===== config.mk =====
export PLATFORM = sky130hd
export DESIGN_NAME = cp0_regfile_flat
export DESIGN_NICKNAME = d
export VERILOG_FILES = /design/src/rtl/cp0_regfile_if.sv /design/src/rtl/cp0_regfile.sv /design/src/flat_wrapper.sv
export SDC_FILE = /design/constraint.sdc
export NUM_CORES = 1
export LEC_CHECK = 0
export ABC_AREA = 1
export CELL_PAD_IN_SITES_DETAIL_PLACEMENT = 0
export CELL_PAD_IN_SITES_GLOBAL_PLACEMENT = 1
export CORE_MARGIN = 2
export CORE_UTILIZATION = 25
export CTS_BUF_LIST = sky130_fd_sc_hd__clkbuf_2 sky130_fd_sc_hd__clkbuf_4 sky130_fd_sc_hd__clkbuf_8
export DETAILED_ROUTE_END_ITERATION = 12
export MAX_ROUTING_LAYER = met4
export PLACE_DENSITY_LB_ADDON = 0.1
export SETUP_SLACK_MARGIN = 0.02
export SYNTH_ARGS = -nofsm -noshare
export SYNTH_HDL_FRONTEND = slang
export SYNTH_SLANG_ARGS = --single-unit

===== constraint.sdc =====
create_clock -name clk -period 11.2 [get_ports clk]
set_input_delay 2.24 -clock clk [delete_from_list [all_inputs] [get_ports clk]]
set_output_delay 2.24 -clock clk [all_outputs]
set_load 0.05 [all_outputs]

===== src/rtl/cp0_regfile_if.sv =====
// cp0_regfile_if: commit-side bundle between the write-back stage and the
// CP0 register file.
//   master : write-back stage (drives requests, TLB read data, interrupt lines)
//   slave  : cp0_regfile (drives read data, exported registers, int_req)
// Parameter IDX_W: width of the TLB Index field.
interface cp0_regfile_if #(
    parameter int IDX_W = 4
);
    // exception / eret commit
    logic             wb_ex;
    logic             wb_bd;
    logic [4:0]       wb_excode;
    logic [31:0]      wb_pc;
    logic [31:0]      wb_badvaddr;
    logic             eret;
    logic [5:0]       ext_int_in;
    // mtc0 / mfc0
    logic [7:0]       cp0_addr;
    logic             mtc0_we;
    logic [31:0]      cp0_wdata;
    logic [31:0]      cp0_rdata;
    // TLB instructions and read-port data
    logic             tlbp;
    logic             tlbr;
    logic             tlbwi;
    logic             s1_found;
    logic [IDX_W-1:0] s1_index;
    logic [18:0]      r_vpn2;
    logic [7:0]       r_asid;
    logic             r_g;
    logic [19:0]      r_pfn0;
    logic [2:0]       r_c0;
    logic             r_d0;
    logic             r_v0;
    logic [19:0]      r_pfn1;
    logic [2:0]       r_c1;
    logic             r_d1;
    logic             r_v1;
    // exported state
    logic [31:0]      cp0_status;
    logic [31:0]      cp0_cause;
    logic [31:0]      cp0_epc;
    logic [31:0]      cp0_entryhi;
    logic [31:0]      cp0_entrylo0;
    logic [31:0]      cp0_entrylo1;
    logic [31:0]      cp0_index;
    logic             int_req;

    modport master (
        output wb_ex, wb_bd, wb_excode, wb_pc, wb_badvaddr, eret, ext_int_in,
        output cp0_addr, mtc0_we, cp0_wdata,
        output tlbp, tlbr, tlbwi, s1_found, s1_index,
        output r_vpn2, r_asid, r_g, r_pfn0, r_c0, r_d0, r_v0,
        output r_pfn1, r_c1, r_d1, r_v1,
        input  cp0_rdata, cp0_status, cp0_cause, cp0_epc, cp0_entryhi,
        input  cp0_entrylo0, cp0_entrylo1, cp0_index, int_req
    );

    modport slave (
        input  wb_ex, wb_bd, wb_excode, wb_pc, wb_badvaddr, eret, ext_int_in,
        input  cp0_addr, mtc0_we, cp0_wdata,
        input  tlbp, tlbr, tlbwi, s1_found, s1_index,
        input  r_vpn2, r_asid, r_g, r_pfn0, r_c0, r_d0, r_v0,
        input  r_pfn1, r_c1, r_d1, r_v1,
        output cp0_rdata, cp0_status, cp0_cause, cp0_epc, cp0_entryhi,
        output cp0_entrylo0, cp0_entrylo1, cp0_index, int_req
    );
endinterface


===== src/rtl/cp0_regfile.sv =====
// cp0_regfile: CP0 architectural state for the commit stage. Handles
// mtc0/mfc0, exception entry, eret, tlbp/tlbr, the Count/Compare timer and
// interrupt-pending logic, and exports the registers used by fetch redirect
// and the TLB write port.
// Ports:
//   clk, reset : core clock, asynchronous active-high reset
//   bus        : cp0_regfile_if.slave (requests in, register values out)
// Optional: define CP0_CONFIG_EN to map read-only Config(16,0)/Config1(16,1).
module cp0_regfile #(
    parameter int TLBNUM = 16,
    parameter int IDX_W  = 4
) (
    input logic           clk,
    input logic           reset,
    cp0_regfile_if.slave  bus
);
    // {rd, sel} addresses
    localparam logic [7:0] A_INDEX = {5'd0, 3'd0}, A_LO0 = {5'd2, 3'd0},
                           A_LO1 = {5'd3, 3'd0}, A_BADV = {5'd8, 3'd0},
                           A_COUNT = {5'd9, 3'd0}, A_HI = {5'd10, 3'd0},
                           A_CMP = {5'd11, 3'd0}, A_STATUS = {5'd12, 3'd0},
                           A_CAUSE = {5'd13, 3'd0}, A_EPC = {5'd14, 3'd0},
                           A_CFG = {5'd16, 3'd0}, A_CFG1 = {5'd16, 3'd1};
    localparam logic [31:0] CONFIG_VAL  = 32'h8000_0000;
    localparam logic [31:0] CONFIG1_VAL = {1'b0, 6'(TLBNUM - 1), 25'b0};

    logic [7:0]       status_im;
    logic             status_exl, status_ie;
    logic             cause_bd, cause_ti;
    logic [5:0]       cause_ip_hw;
    logic [1:0]       cause_ip_sw;
    logic [4:0]       cause_exc;
    logic [31:0]      epc, badvaddr, count, compare;
    logic             tick;
    logic [18:0]      hi_vpn2;
    logic [7:0]       hi_asid;
    logic [25:0]      lo0, lo1;
    logic             index_p;
    logic [IDX_W-1:0] index_idx;

    logic [31:0] wd;
    assign wd = bus.cp0_wdata;

    function automatic logic wr(input logic [7:0] a);
        return bus.mtc0_we && (bus.cp0_addr == a);
    endfunction

    // address-error class codes update BadVAddr; TLB-class codes also EntryHi
    logic ex_addr, ex_tlb;
    assign ex_addr = (bus.wb_excode >= 5'h01) && (bus.wb_excode <= 5'h05);
    assign ex_tlb  = (bus.wb_excode >= 5'h01) && (bus.wb_excode <= 5'h03);

    always_ff @(posedge clk or posedge reset) begin
        if (reset) begin
            status_im   <= '0;
            status_exl  <= 1'b0;
            status_ie   <= 1'b0;
            cause_bd    <= 1'b0;
            cause_ti    <= 1'b0;
            cause_ip_hw <= '0;
            cause_ip_sw <= '0;
            cause_exc   <= '0;
            epc         <= '0;
            badvaddr    <= '0;
            count       <= '0;
            compare     <= '0;
            tick        <= 1'b0;
            hi_vpn2     <= '0;
            hi_asid     <= '0;
            lo0         <= '0;
            lo1         <= '0;
            index_p     <= 1'b0;
            index_idx   <= '0;
        end else begin
            // Status
            if (bus.wb_ex)            status_exl <= 1'b1;
            else if (bus.eret)        status_exl <= 1'b0;
            else if (wr(A_STATUS))    {status_im, status_exl, status_ie} <= {wd[15:8], wd[1], wd[0]};

            // Cause
            if (bus.wb_ex) begin
                cause_exc <= bus.wb_excode;
                if (!status_exl) cause_bd <= bus.wb_bd;
            end else if (wr(A_CAUSE)) begin
                cause_ip_sw <= wd[9:8];
            end
            cause_ip_hw <= bus.ext_int_in;
            // a Compare write clears TI even if the match fires this cycle
            if (wr(A_CMP))               cause_ti <= 1'b0;
            else if (count == compare)   cause_ti <= 1'b1;

            // EPC: nested exceptions keep the original return address
            if (bus.wb_ex && !status_exl) epc <= bus.wb_bd ? bus.wb_pc - 32'd4 : bus.wb_pc;
            else if (!bus.wb_ex && wr(A_EPC)) epc <= wd;

            if (bus.wb_ex && ex_addr) badvaddr <= bus.wb_badvaddr;

            // Timer: Count advances every other cycle
            tick <= ~tick;
            if (wr(A_COUNT))  count <= wd;
            else if (tick)    count <= count + 32'd1;
            if (wr(A_CMP))    compare <= wd;

            // EntryHi
            if (bus.wb_ex && ex_tlb)  hi_vpn2 <= bus.wb_badvaddr[31:13];
            else if (bus.tlbr)        hi_vpn2 <= bus.r_vpn2;
            else if (wr(A_HI))        hi_vpn2 <= wd[31:13];
            if (bus.tlbr)             hi_asid <= bus.r_asid;
            else if (wr(A_HI))        hi_asid <= wd[7:0];

            // EntryLo0/1
            if (bus.tlbr)        lo0 <= {bus.r_pfn0, bus.r_c0, bus.r_d0, bus.r_v0, bus.r_g};
            else if (wr(A_LO0))  lo0 <= wd[25:0];
            if (bus.tlbr)        lo1 <= {bus.r_pfn1, bus.r_c1, bus.r_d1, bus.r_v1, bus.r_g};
            else if (wr(A_LO1))  lo1 <= wd[25:0];

            // Index: P only from tlbp; a probe miss keeps the old index bits
            if (bus.tlbp)                        index_p <= ~bus.s1_found;
            if (bus.tlbp && bus.s1_found)        index_idx <= bus.s1_index;
            else if (!bus.tlbp && wr(A_INDEX))   index_idx <= wd[IDX_W-1:0];
        end
    end

    assign bus.cp0_status   = {9'b0, 1'b1, 6'b0, status_im, 6'b0, status_exl, status_ie};
    // IP7 doubles as the timer interrupt
    assign bus.cp0_cause    = {cause_bd, cause_ti, 14'b0, cause_ip_hw[5] | cause_ti,
                               cause_ip_hw[4:0], cause_ip_sw, 1'b0, cause_exc, 2'b0};
    assign bus.cp0_epc      = epc;
    assign bus.cp0_entryhi  = {hi_vpn2, 5'b0, hi_asid};
    assign bus.cp0_entrylo0 = {6'b0, lo0};
    assign bus.cp0_entrylo1 = {6'b0, lo1};
    assign bus.cp0_index    = {index_p, {(31 - IDX_W){1'b0}}, index_idx};
    assign bus.int_req      = (|(bus.cp0_cause[15:8] & status_im)) & status_ie & ~status_exl;

    always_comb begin
        bus.cp0_rdata = 32'h0;
        case (bus.cp0_addr)
            A_INDEX:  bus.cp0_rdata = bus.cp0_index;
            A_LO0:    bus.cp0_rdata = bus.cp0_entrylo0;
            A_LO1:    bus.cp0_rdata = bus.cp0_entrylo1;
            A_BADV:   bus.cp0_rdata = badvaddr;
            A_COUNT:  bus.cp0_rdata = count;
            A_HI:     bus.cp0_rdata = bus.cp0_entryhi;
            A_CMP:    bus.cp0_rdata = compare;
            A_STATUS: bus.cp0_rdata = bus.cp0_status;
            A_CAUSE:  bus.cp0_rdata = bus.cp0_cause;
            A_EPC:    bus.cp0_rdata = epc;
`ifdef CP0_CONFIG_EN
            A_CFG:    bus.cp0_rdata = CONFIG_VAL;
            A_CFG1:   bus.cp0_rdata = CONFIG1_VAL;
`endif
            default:  bus.cp0_rdata = 32'h0;
        endcase
    end

    // tlbwi needs no CP0 update; the TLB samples the exported registers
`ifdef CP0_CONFIG_EN
    logic unused_sig;
    assign unused_sig = &{1'b0, bus.tlbwi};
`else
    logic unused_sig;
    assign unused_sig = &{1'b0, bus.tlbwi, CONFIG_VAL, CONFIG1_VAL, A_CFG, A_CFG1};
`endif
endmodule

===== src/flat_wrapper.sv =====
// flat-port wrapper written by rule: the top's interface ports become plain ports
module cp0_regfile_flat 
#(
    parameter int TLBNUM = 16,
    parameter int IDX_W  = 4
)
  (clk, reset, bus_wb_ex, bus_wb_bd, bus_wb_excode, bus_wb_pc, bus_wb_badvaddr, bus_eret, bus_ext_int_in, bus_cp0_addr, bus_mtc0_we, bus_cp0_wdata, bus_tlbp, bus_tlbr, bus_tlbwi, bus_s1_found, bus_s1_index, bus_r_vpn2, bus_r_asid, bus_r_g, bus_r_pfn0, bus_r_c0, bus_r_d0, bus_r_v0, bus_r_pfn1, bus_r_c1, bus_r_d1, bus_r_v1, bus_cp0_rdata, bus_cp0_status, bus_cp0_cause, bus_cp0_epc, bus_cp0_entryhi, bus_cp0_entrylo0, bus_cp0_entrylo1, bus_cp0_index, bus_int_req);
  cp0_regfile_if #(.IDX_W(IDX_W)) bus_i ();
  input logic clk;
  input logic reset;
  input wire logic [$bits(bus_i.wb_ex)-1:0] bus_wb_ex;
  input wire logic [$bits(bus_i.wb_bd)-1:0] bus_wb_bd;
  input wire logic [$bits(bus_i.wb_excode)-1:0] bus_wb_excode;
  input wire logic [$bits(bus_i.wb_pc)-1:0] bus_wb_pc;
  input wire logic [$bits(bus_i.wb_badvaddr)-1:0] bus_wb_badvaddr;
  input wire logic [$bits(bus_i.eret)-1:0] bus_eret;
  input wire logic [$bits(bus_i.ext_int_in)-1:0] bus_ext_int_in;
  input wire logic [$bits(bus_i.cp0_addr)-1:0] bus_cp0_addr;
  input wire logic [$bits(bus_i.mtc0_we)-1:0] bus_mtc0_we;
  input wire logic [$bits(bus_i.cp0_wdata)-1:0] bus_cp0_wdata;
  input wire logic [$bits(bus_i.tlbp)-1:0] bus_tlbp;
  input wire logic [$bits(bus_i.tlbr)-1:0] bus_tlbr;
  input wire logic [$bits(bus_i.tlbwi)-1:0] bus_tlbwi;
  input wire logic [$bits(bus_i.s1_found)-1:0] bus_s1_found;
  input wire logic [$bits(bus_i.s1_index)-1:0] bus_s1_index;
  input wire logic [$bits(bus_i.r_vpn2)-1:0] bus_r_vpn2;
  input wire logic [$bits(bus_i.r_asid)-1:0] bus_r_asid;
  input wire logic [$bits(bus_i.r_g)-1:0] bus_r_g;
  input wire logic [$bits(bus_i.r_pfn0)-1:0] bus_r_pfn0;
  input wire logic [$bits(bus_i.r_c0)-1:0] bus_r_c0;
  input wire logic [$bits(bus_i.r_d0)-1:0] bus_r_d0;
  input wire logic [$bits(bus_i.r_v0)-1:0] bus_r_v0;
  input wire logic [$bits(bus_i.r_pfn1)-1:0] bus_r_pfn1;
  input wire logic [$bits(bus_i.r_c1)-1:0] bus_r_c1;
  input wire logic [$bits(bus_i.r_d1)-1:0] bus_r_d1;
  input wire logic [$bits(bus_i.r_v1)-1:0] bus_r_v1;
  output wire logic [$bits(bus_i.cp0_rdata)-1:0] bus_cp0_rdata;
  output wire logic [$bits(bus_i.cp0_status)-1:0] bus_cp0_status;
  output wire logic [$bits(bus_i.cp0_cause)-1:0] bus_cp0_cause;
  output wire logic [$bits(bus_i.cp0_epc)-1:0] bus_cp0_epc;
  output wire logic [$bits(bus_i.cp0_entryhi)-1:0] bus_cp0_entryhi;
  output wire logic [$bits(bus_i.cp0_entrylo0)-1:0] bus_cp0_entrylo0;
  output wire logic [$bits(bus_i.cp0_entrylo1)-1:0] bus_cp0_entrylo1;
  output wire logic [$bits(bus_i.cp0_index)-1:0] bus_cp0_index;
  output wire logic [$bits(bus_i.int_req)-1:0] bus_int_req;
  assign bus_i.wb_ex = bus_wb_ex;
  assign bus_i.wb_bd = bus_wb_bd;
  assign bus_i.wb_excode = bus_wb_excode;
  assign bus_i.wb_pc = bus_wb_pc;
  assign bus_i.wb_badvaddr = bus_wb_badvaddr;
  assign bus_i.eret = bus_eret;
  assign bus_i.ext_int_in = bus_ext_int_in;
  assign bus_i.cp0_addr = bus_cp0_addr;
  assign bus_i.mtc0_we = bus_mtc0_we;
  assign bus_i.cp0_wdata = bus_cp0_wdata;
  assign bus_i.tlbp = bus_tlbp;
  assign bus_i.tlbr = bus_tlbr;
  assign bus_i.tlbwi = bus_tlbwi;
  assign bus_i.s1_found = bus_s1_found;
  assign bus_i.s1_index = bus_s1_index;
  assign bus_i.r_vpn2 = bus_r_vpn2;
  assign bus_i.r_asid = bus_r_asid;
  assign bus_i.r_g = bus_r_g;
  assign bus_i.r_pfn0 = bus_r_pfn0;
  assign bus_i.r_c0 = bus_r_c0;
  assign bus_i.r_d0 = bus_r_d0;
  assign bus_i.r_v0 = bus_r_v0;
  assign bus_i.r_pfn1 = bus_r_pfn1;
  assign bus_i.r_c1 = bus_r_c1;
  assign bus_i.r_d1 = bus_r_d1;
  assign bus_i.r_v1 = bus_r_v1;
  assign bus_cp0_rdata = bus_i.cp0_rdata;
  assign bus_cp0_status = bus_i.cp0_status;
  assign bus_cp0_cause = bus_i.cp0_cause;
  assign bus_cp0_epc = bus_i.cp0_epc;
  assign bus_cp0_entryhi = bus_i.cp0_entryhi;
  assign bus_cp0_entrylo0 = bus_i.cp0_entrylo0;
  assign bus_cp0_entrylo1 = bus_i.cp0_entrylo1;
  assign bus_cp0_index = bus_i.cp0_index;
  assign bus_int_req = bus_i.int_req;
  cp0_regfile #(.TLBNUM(TLBNUM), .IDX_W(IDX_W)) u_core (.clk(clk), .reset(reset), .bus(bus_i));
endmodule

== Yosys cells after proc, flatten, opt, wreduce, memory -nomap -nowiden ==
Cells that the tools add are included.

* Bits in registers: 238

* Bitwise operators: 9
* Mux-type cells: 22
* Add/subtract/negate cells: 2
* Reductions and logical operators: 34
* $lt $le $gt $ge: 3
* Eq/ne operators: 10

{| class="wikitable"
|+ Operators by type and width
! kind !! count
|-
| $pmux 32 s10 || 1
|-
| $mux 32 || 5
|-
| $mux 26 || 4
|-
| $mux 19 || 3
|-
| $eq 8x7->1 const B || 7
|-
| $add 32x1->32 const B || 1
|-
| $eq 32x32->1 || 1
|-
| $sub 32x3->32 const B || 1
|-
| $logic_and 1x1->1 || 17
|-
| $eq 8x5->1 const B || 2
|-
| $mux 8 || 2
|-
| $reduce_bool 2->1 || 7
|-
| $and 8x8->8 || 1
|-
| $logic_not 8->1 || 1
|-
| $mux 4 || 2
|-
| $reduce_or 8->1 || 1
|-
| $reduce_bool 3->1 || 2
|-
| $ge 5x1->1 const B || 1
|-
| $le 5x2->1 const B || 1
|-
| $le 5x3->1 const B || 1
|-
| $mux 1 || 5
|-
| $not 1->1 || 5
|-
| $reduce_and 2->1 || 2
|-
| $logic_not 1->1 || 3
|-
| other kinds (3) || 4
|}

== Logic depth before layout (Yosys ltp) ==
Gate-level depths: netlist of the first run.

* Word-level depth: 5
* Gate-level depth with buffers: 12
* Gate-level depth less buffers: 12

== Least setup slack after synthesis of the first run ==
Ideal clock, no wire load.

* Path type: input to output
* Start point: input port bus_cp0_addr[0]
* End point: output port bus_cp0_rdata[25]
* Cell stages on the path: 10
* Arrival time: 3.666 ns
* Slack: 5.294 ns
* Required time: 8.960 ns
* Path buffers: 3
* Path through: inv_1 nand3_1 nor2_4 buf_4 nand2_2 buf_2 buf_2 o22ai_1 nor2_1 nand4_1

* Longest elaborated chain between the ends: 2

{| class="wikitable"
|+ RTL lines
! item !! RTL line !! RTL
|-
| start, declared || flat_wrapper.sv:18 || <nowiki>input wire logic [$bits(bus_i.cp0_addr)-1:0] bus_cp0_addr;</nowiki>
|-
| $eq 8x7->1, or another cell as far along || cp0_regfile.sv:137 || <nowiki>case (bus.cp0_addr)</nowiki>
|-
| $pmux 32 s10 (*) || cp0_regfile.sv:137 ||
|-
| end, declared || flat_wrapper.sv:37 || <nowiki>output wire logic [$bits(bus_i.cp0_rdata)-1:0] bus_cp0_rdata;</nowiki>
|}

Every way passes the cells marked *; elsewhere a longest branch is shown, timed or not.

== Worst setup path in the final report of the first run ==
* Start point: input port bus_cp0_addr[0]
* End point: output port bus_cp0_rdata[31]

Same word-level chain as after synthesis.

==> summary.txt, run 1 <==
status = finished, final reports clean
layout cells sized above 1 = 5.788%
clk_lat worst skew = 0.64 ns
Via density = 4.628
setup tns final = 0 ns
CP required = 8.96 ns
Worst setup SP type = input port
Synth Cell Area = 14,800 µm²
largest net degree at the start of global routing = 165
DR pass1 iterations = 5
Post-CTS Resized = 0
final setup violation count = 0
Pleak = 0.009026 µW
YS warnings = 0
postcts setup bufs = 0
Fin. Hold Viols = 0
H-tree depth = 2
Worst Skew = 0.03605 ns
RSZ-0062 raised after global routing = false
sw frac = 38.42%
clk slew on worst S/H paths = 0.05 ns
CP peak stage delay = 0.78 ns
total number of vias = 15,200
Post-synth EDFFs = 0
setup ws final = 2.720 ns
CTS Sinks = 238
Post-synth ARST share = 100.0%
Total GRT Usage = 24.19%
Sw Pwr = 1109 µW
multi-input logic area = 7093 µm²
Yosys top cell area share = 40.24%
CP top delay family = buffers and inverters
sequential share of the synthesized area = 40.24%
full die area = 61,170 µm²
mean post-synth cell area = 6.949 µm²
placed cell count = 3,198
die height = 247.3 µm
initial DRC count = 870
Flop pwr share = 37.8%
Congestion Overflow GR = 0
CTS Hold Bufs = 0
CTS Buf Count = 48
Die Wd = 247.3 µm
Hold Path Class = reg2reg
Synth cell types = 44
global-route wire length before repair = 103,800 µm
Max Root-Sink Buffers = 3
Setup CP Type = in2out
worst slack at placement = 2.674 ns
Final period util = 75.71%
logic gate share of total power = 29.3%
initial antenna violation count = 6
crit-path max FO = 21
relative slew slack = 18.86%
synth top area cells = dfrtp_1, nand2_1, o21ai_0, inv_1, nor2_1
# fillers = 6,417
clock share of power = 32.9%
Worst Tran Pin Value = 1.216 ns
WL final = 73,460 µm
commonest non-fill, non-tap cell in the layout = nand2_1
peak supply drop = 0.07963 mV
Worst setup EP type = output pin
area grow syn2layout = 34.34%
CTS tree = built
CP Data Arrival Time = 6.24 ns
Max Clk Rate = 117.9 MHz
Cell Chain, Critical Path = clkdlybuf4s50_1 > inv_1 > nand3_1 > nor2_4 > buf_4 > nand2_1 > buf_4 > clkinv_1 > a21oi_1 > nand3_1 > clkdlybuf4s50_1
DRC = 0
# port buffers = 379
cell count after synthesis = 2,130
io pins = 464
Final Critical Period = 8.480 ns
row count = 89
WL/cell = 22.36 µm
Core Util, Final = 33.82%
number of global-route vias before repair = 15,230
largest area contributor in the netlist = dfrtp_1
Final GP Congestion = 0.8963
Final ANT Viol Nets = 0
CTS Root Cell = clkbuf_8
most frequent cells in the layout = nand2_1, clkdlybuf4s50_1, inv_1, dfrtp_1, o21ai_0
pins over their slew limit = 0
Core Region = 58,800 µm²
sequential cell area = 5956 µm²
CP Buf/Inv Count = 6
final net count = 2,684
max-cap viol count = 0
Total Power = 2886 µW
Final Non-Filler Cells = 3,285
Initial Util = 25.17%
slowest library cell on the worst path = clkdlybuf4s50_1
P_int = 1777 µW
FF+latch count, synth = 238
PwrDens = 145.1 nW/µm²
placed wire-length estimate = 56,550 µm
dominant synthesized flop cell = dfrtp_1
routing by layer:
metal / up-vias / global-route usage [%] / wire length (µm)
met5: - / - / 0
met1: 7306 / 28.45 / 29990
met4: 0 / 8.295 / 2590
li1: 7349 / - / -
met3: 108 / 4.971 / 4017
met2: 439 / 40.97 / 36860
cells in the mapped netlist, types with 18 or more instances:
cell type and n:
buf_4 97, inv_1 244, xnor2_1 23, o21ai_0 225, clkbuf_1 50, o21ai_1 18, o211ai_1 25, a21oi_1 105
xor2_1 20, buf_2 25, dfrtp_1 238, nor2_1 206, nand4_1 24, nand2_1 594, o22ai_1 27, nand3_1 109
power by group through the flow:
stage / Combinational [µW] / Clock, µW / Sequential [µW]
4_1_cts: 853 / 982 / 1090
3_3_place_gp: 847 / 0 / 1110
5_1_grt: 909 / 1020 / 1110
6_report: 845 / 949 / 1090
2_1_floorplan: 381 / 0 / 1240
3_5_place_dp: 850 / 0 / 1110
tightest hold or removal path: cells and delay by family, from the launching register on:
family,cells,cell delay (ns)
flip-flops,1,0.34
AO/OA/AOI/OAI,1,0.06
AND/OR/NAND/NOR,1,0.05
final cells by class:
cell class                 instances  share of cell area, %
sequential                       238                  29.95
timing repair buffer             393                  19.66
inverter                         257                  4.896
multi-input combinational       1537                  35.67
tap                              773                  4.864
clock buffer                      77                  4.763
antenna                            7                0.08809
clock inverter                     3                 0.1070
cells by family after synthesis:
logic type      Yosys count  share of synthesized area (%)
simple gates            976                          27.13
other cells               2                        0.05074
xor+xnor                 43                          2.544
fa+ha+maj                 2                         0.1690
compound gates          433                          15.93
buf+inv                 436                          13.95
flops                   238                          40.24
stage by stage:
step / hold slack [ns] / cell area [µm²]
final: 0.4902 / 19880
after global routing: 0.5101 / 19880
after CTS: 0.4907 / 19870
after detailed placement: 0.4754 / 18900
after global placement: 0.4713 / 18900
after floorplan: 0.4530 / 15110
registers in the layout, summed over array words and instances, names as in the netlist:
register            cells
u_core.lo1             26
u_core.hi_asid          8
u_core.cause_exc        5
u_core.cause_ip_sw      2
u_core.index_idx        4
u_core.status_exl       1
u_core.lo0             26
u_core.cause_bd         1
u_core.count           32
u_core.tick             1
u_core.cause_ip_hw      6
u_core.bus.cp0_epc     32
u_core.badvaddr        32
u_core.compare         32
u_core.status_ie        1
u_core.hi_vpn2         19
u_core.cause_ti         1
u_core.status_im        8
u_core.index_p          1
final timing paths:
path / start / depth (start not counted) / to / slack (ns)
min reg2reg: u_core.badvaddr[29] / 2 / u_core.badvaddr[29] / 0.49
max: bus_cp0_addr[0] / 11 / bus_cp0_rdata[31] / 2.72
min in group asynchronous: reset / 2 / u_core.cause_ip_hw[5] / 2.08
max reg2reg: u_core.status_exl / 8 / u_core.bus.cp0_epc[23] / 8.75
min: u_core.badvaddr[29] / 2 / u_core.badvaddr[29] / 0.49
max in group asynchronous: reset / 3 / u_core.count[16] / 7.70
Note: power is estimated with default switching activity, not from simulation.
==> run 2: changes to the inputs <==
- clock period: 11.2 -> 8.25 ns (I/O delays scaled with it)
==> run 2 against run 1 <==
- routed wire length is 0.34% higher
- combinational power is 36% higher
- largest cell class unchanged
- utilization is 0.18 points higher
- clock-buffer cell count is 1 higher
- highest routed layer unchanged
- clock power is 42% higher
- critical path type unchanged
- critical endpoint unchanged
- cell area is 0.53% higher
==> summary.txt, run 2 (synthesis results as in run 1) <==
peak supply drop = 0.1034 mV (+30%)
Setup CP Type = in2out
Sw Pwr = 1528 µW (+38%)
CTS Root Cell = clkbuf_8
Via density = 4.606 (-0.46%)
max-cap viol count = 0 (unchanged)
placed wire-length estimate = 57,120 µm (+1.0%)
clk slew on worst S/H paths = 0.05 ns (about the same)
Core Region = 58,800 µm² (unchanged)
CTS Buf Count = 51 (+6.3%)
total number of vias = 15,190 (-0.099%)
Pleak = 0.009086 µW (+0.67%)
Final ANT Viol Nets = 0 (unchanged)
io pins = 464 (unchanged)
sw frac = 38.42% (about the same)
layout cells sized above 1 = 6.163% (+0.37 points)
row count = 89 (unchanged)
global-route wire length before repair = 103,700 µm (about the same)
area grow syn2layout = 35.05%
commonest non-fill, non-tap cell in the layout = nand2_1
Fin. Hold Viols = 0 (unchanged)
CTS Hold Bufs = 0 (unchanged)
Final GP Congestion = 0.8927 (-0.40%)
Post-CTS Resized = 0 (unchanged)
CTS tree = built
Design Area, Final = 19,990 µm² (+0.53%)
initial DRC count = 920 (+5.7%)
DR pass1 iterations = 5 (unchanged)
number of cells on the worst reg-to-reg path = 8 (unchanged)
Hold Path Class = reg2reg
relative slew slack = 24.93% (+6.1 points)
final net count = 2,696 (+0.45%)
number of global-route vias before repair = 15,150 (-0.50%)
reg2reg setup slack = 5.79 ns (-2.96 ns)
# fillers = 6,438 (+0.33%)
Worst Skew = 0.02573 ns (-0.01032 ns)
Die Wd = 247.3 µm (unchanged)
clock share of power = 33.8% (+0.9 points)
clk_lat worst skew = 0.65 ns (about the same)
FF-to-FF Start = u_core.status_exl
status = finished, final reports clean
Flop pwr share = 37.3% (-0.5 points)
final setup violation count = 0 (unchanged)
R2R Path End = u_core.bus.cp0_epc[20]
RSZ-0062 raised after global routing = false
P_int = 2450 µW (+38%)
WL final = 73,710 µm (+0.34%)
full die area = 61,170 µm² (unchanged)
Final period util = 77.79%
most frequent cells in the layout = nand2_1, clkdlybuf4s50_1, inv_1, dfrtp_1, o21ai_0
CTS Sinks = 238 (unchanged)
pins over their slew limit = 0 (unchanged)
DRC = 0 (unchanged)
initial antenna violation count = 7 (+1)
Initial Util = 25.17% (unchanged)
Cell Area, Placed = 18,970 µm² (+0.36%)
crit-path max FO = 14 (-33%)
die height = 247.3 µm (unchanged)
Final Critical Period = 6.418 ns
H-tree depth = 2 (unchanged)
Max Clk Rate = 155.8 MHz
postcts setup bufs = 0 (unchanged)
setup tns final = 0 ns (unchanged)
Total GRT Usage = 24.21% (about the same)
CP required = 6.60 ns (-2.36 ns)
Congestion Overflow GR = 0 (unchanged)
CP Data Arrival Time = 4.77 ns (-1.47 ns)
PwrDens = 199.0 nW/µm² (+37%)
WL/cell = 22.36 µm (about the same)
Hold EP = u_core.badvaddr[14]
Max Root-Sink Buffers = 3 (unchanged)
Worst Tran Pin Value = 1.125 ns (-0.09096 ns)
critical hold path startpoint = u_core.badvaddr[14]
Hold Path Stages = 2 (unchanged)
logic gate share of total power = 28.9% (-0.4 points)
Worst setup SP type = input port
# port buffers = 379 (unchanged)
Worst setup EP type = output pin
largest net degree at the start of global routing = 139 (-16%)
## run 2: cell count changes in the layout (fill, tap and decap cells not counted)
cell       change
buf_4          +9
diode_2        +2
bufinv_16      +1
clkbuf_4       +1
clkinv_2       -1
## run 2: how the worst max path moves through the flow
| stage | startpoint | endpoint | slack (ns) | depth (start not counted) |
|---|---|---|---|---|
| 2_1_floorplan | reset | u_core.badvaddr[0] | 0.07 | 1 |
| 3_3_place_gp | bus_cp0_addr[7] | bus_cp0_rdata[30] | 1.84 | 10 |
| 3_5_place_dp | bus_cp0_addr[7] | bus_cp0_rdata[30] | 1.85 | 10 |
| 4_1_cts | bus_cp0_addr[7] | bus_cp0_rdata[30] | 1.85 | 10 |
| 5_1_grt | bus_cp0_addr[6] | bus_cp0_rdata[7] | 1.67 | 10 |
| 6_report | bus_cp0_addr[2] | bus_cp0_rdata[31] | 1.83 | 10 |
## run 2: layout make-up
type,instances,area (µm²),share of cell area (%)
multi-input combinational,1537,7093,35.48
sequential,238,5956,29.79
timing repair buffer,402,3976,19.89
inverter,257,973.4,4.870
tap,773,967.2,4.839
clock buffer,78,954.7,4.776
clock inverter,3,46.29,0.2316
antenna,9,22.52,0.1127
## run 2: power groups by stage
stage | sequential (µW) | combinational, µW | clock, µW
6_report | 1480 | 1150 | 1350
5_1_grt | 1500 | 1230 | 1450
4_1_cts | 1490 | 1160 | 1390
3_5_place_dp | 1500 | 1150 | 0
3_3_place_gp | 1500 | 1150 | 0
2_1_floorplan | 1690 | 517 | 0
## run 2: critical path, cell delays in order
cell,delay [ns]
clkdlybuf4s50_1,0.46
nor2_1,0.12
nand3_1,0.11
inv_2,0.16
nand2_1,0.51
buf_4,0.44
o21ai_0,0.17
a21oi_1,0.06
nand3_1,0.21
clkdlybuf4s50_1,0.86
## run 2: metal layers
layer / up-vias / share of wire [%] / GRT usage (%) / wire length (µm)
met5: - / 0 / - / 0
met4: 0 / 3.3 / 7.608 / 2467
met3: 111 / 5.3 / 4.678 / 3884
met2: 434 / 50 / 41.17 / 37060
met1: 7271 / 41 / 28.78 / 30300
li1: 7371 / - / - / -
## run 2: per-stage QoR
stage	util (%)	std cells	worst slack (ns)	hold slack [ns]	power, µW
detailed placement	32.26	3207	1.850	0.4782	2657
global placement	32.26	3207	1.843	0.4715	2652
finish	34.00	3297	1.833	0.4923	3978
global route	33.99	3295	1.672	0.5210	4181
CTS	33.96	3288	1.849	0.4919	4036
floorplan	-	2211	0.06860	0.4530	2204
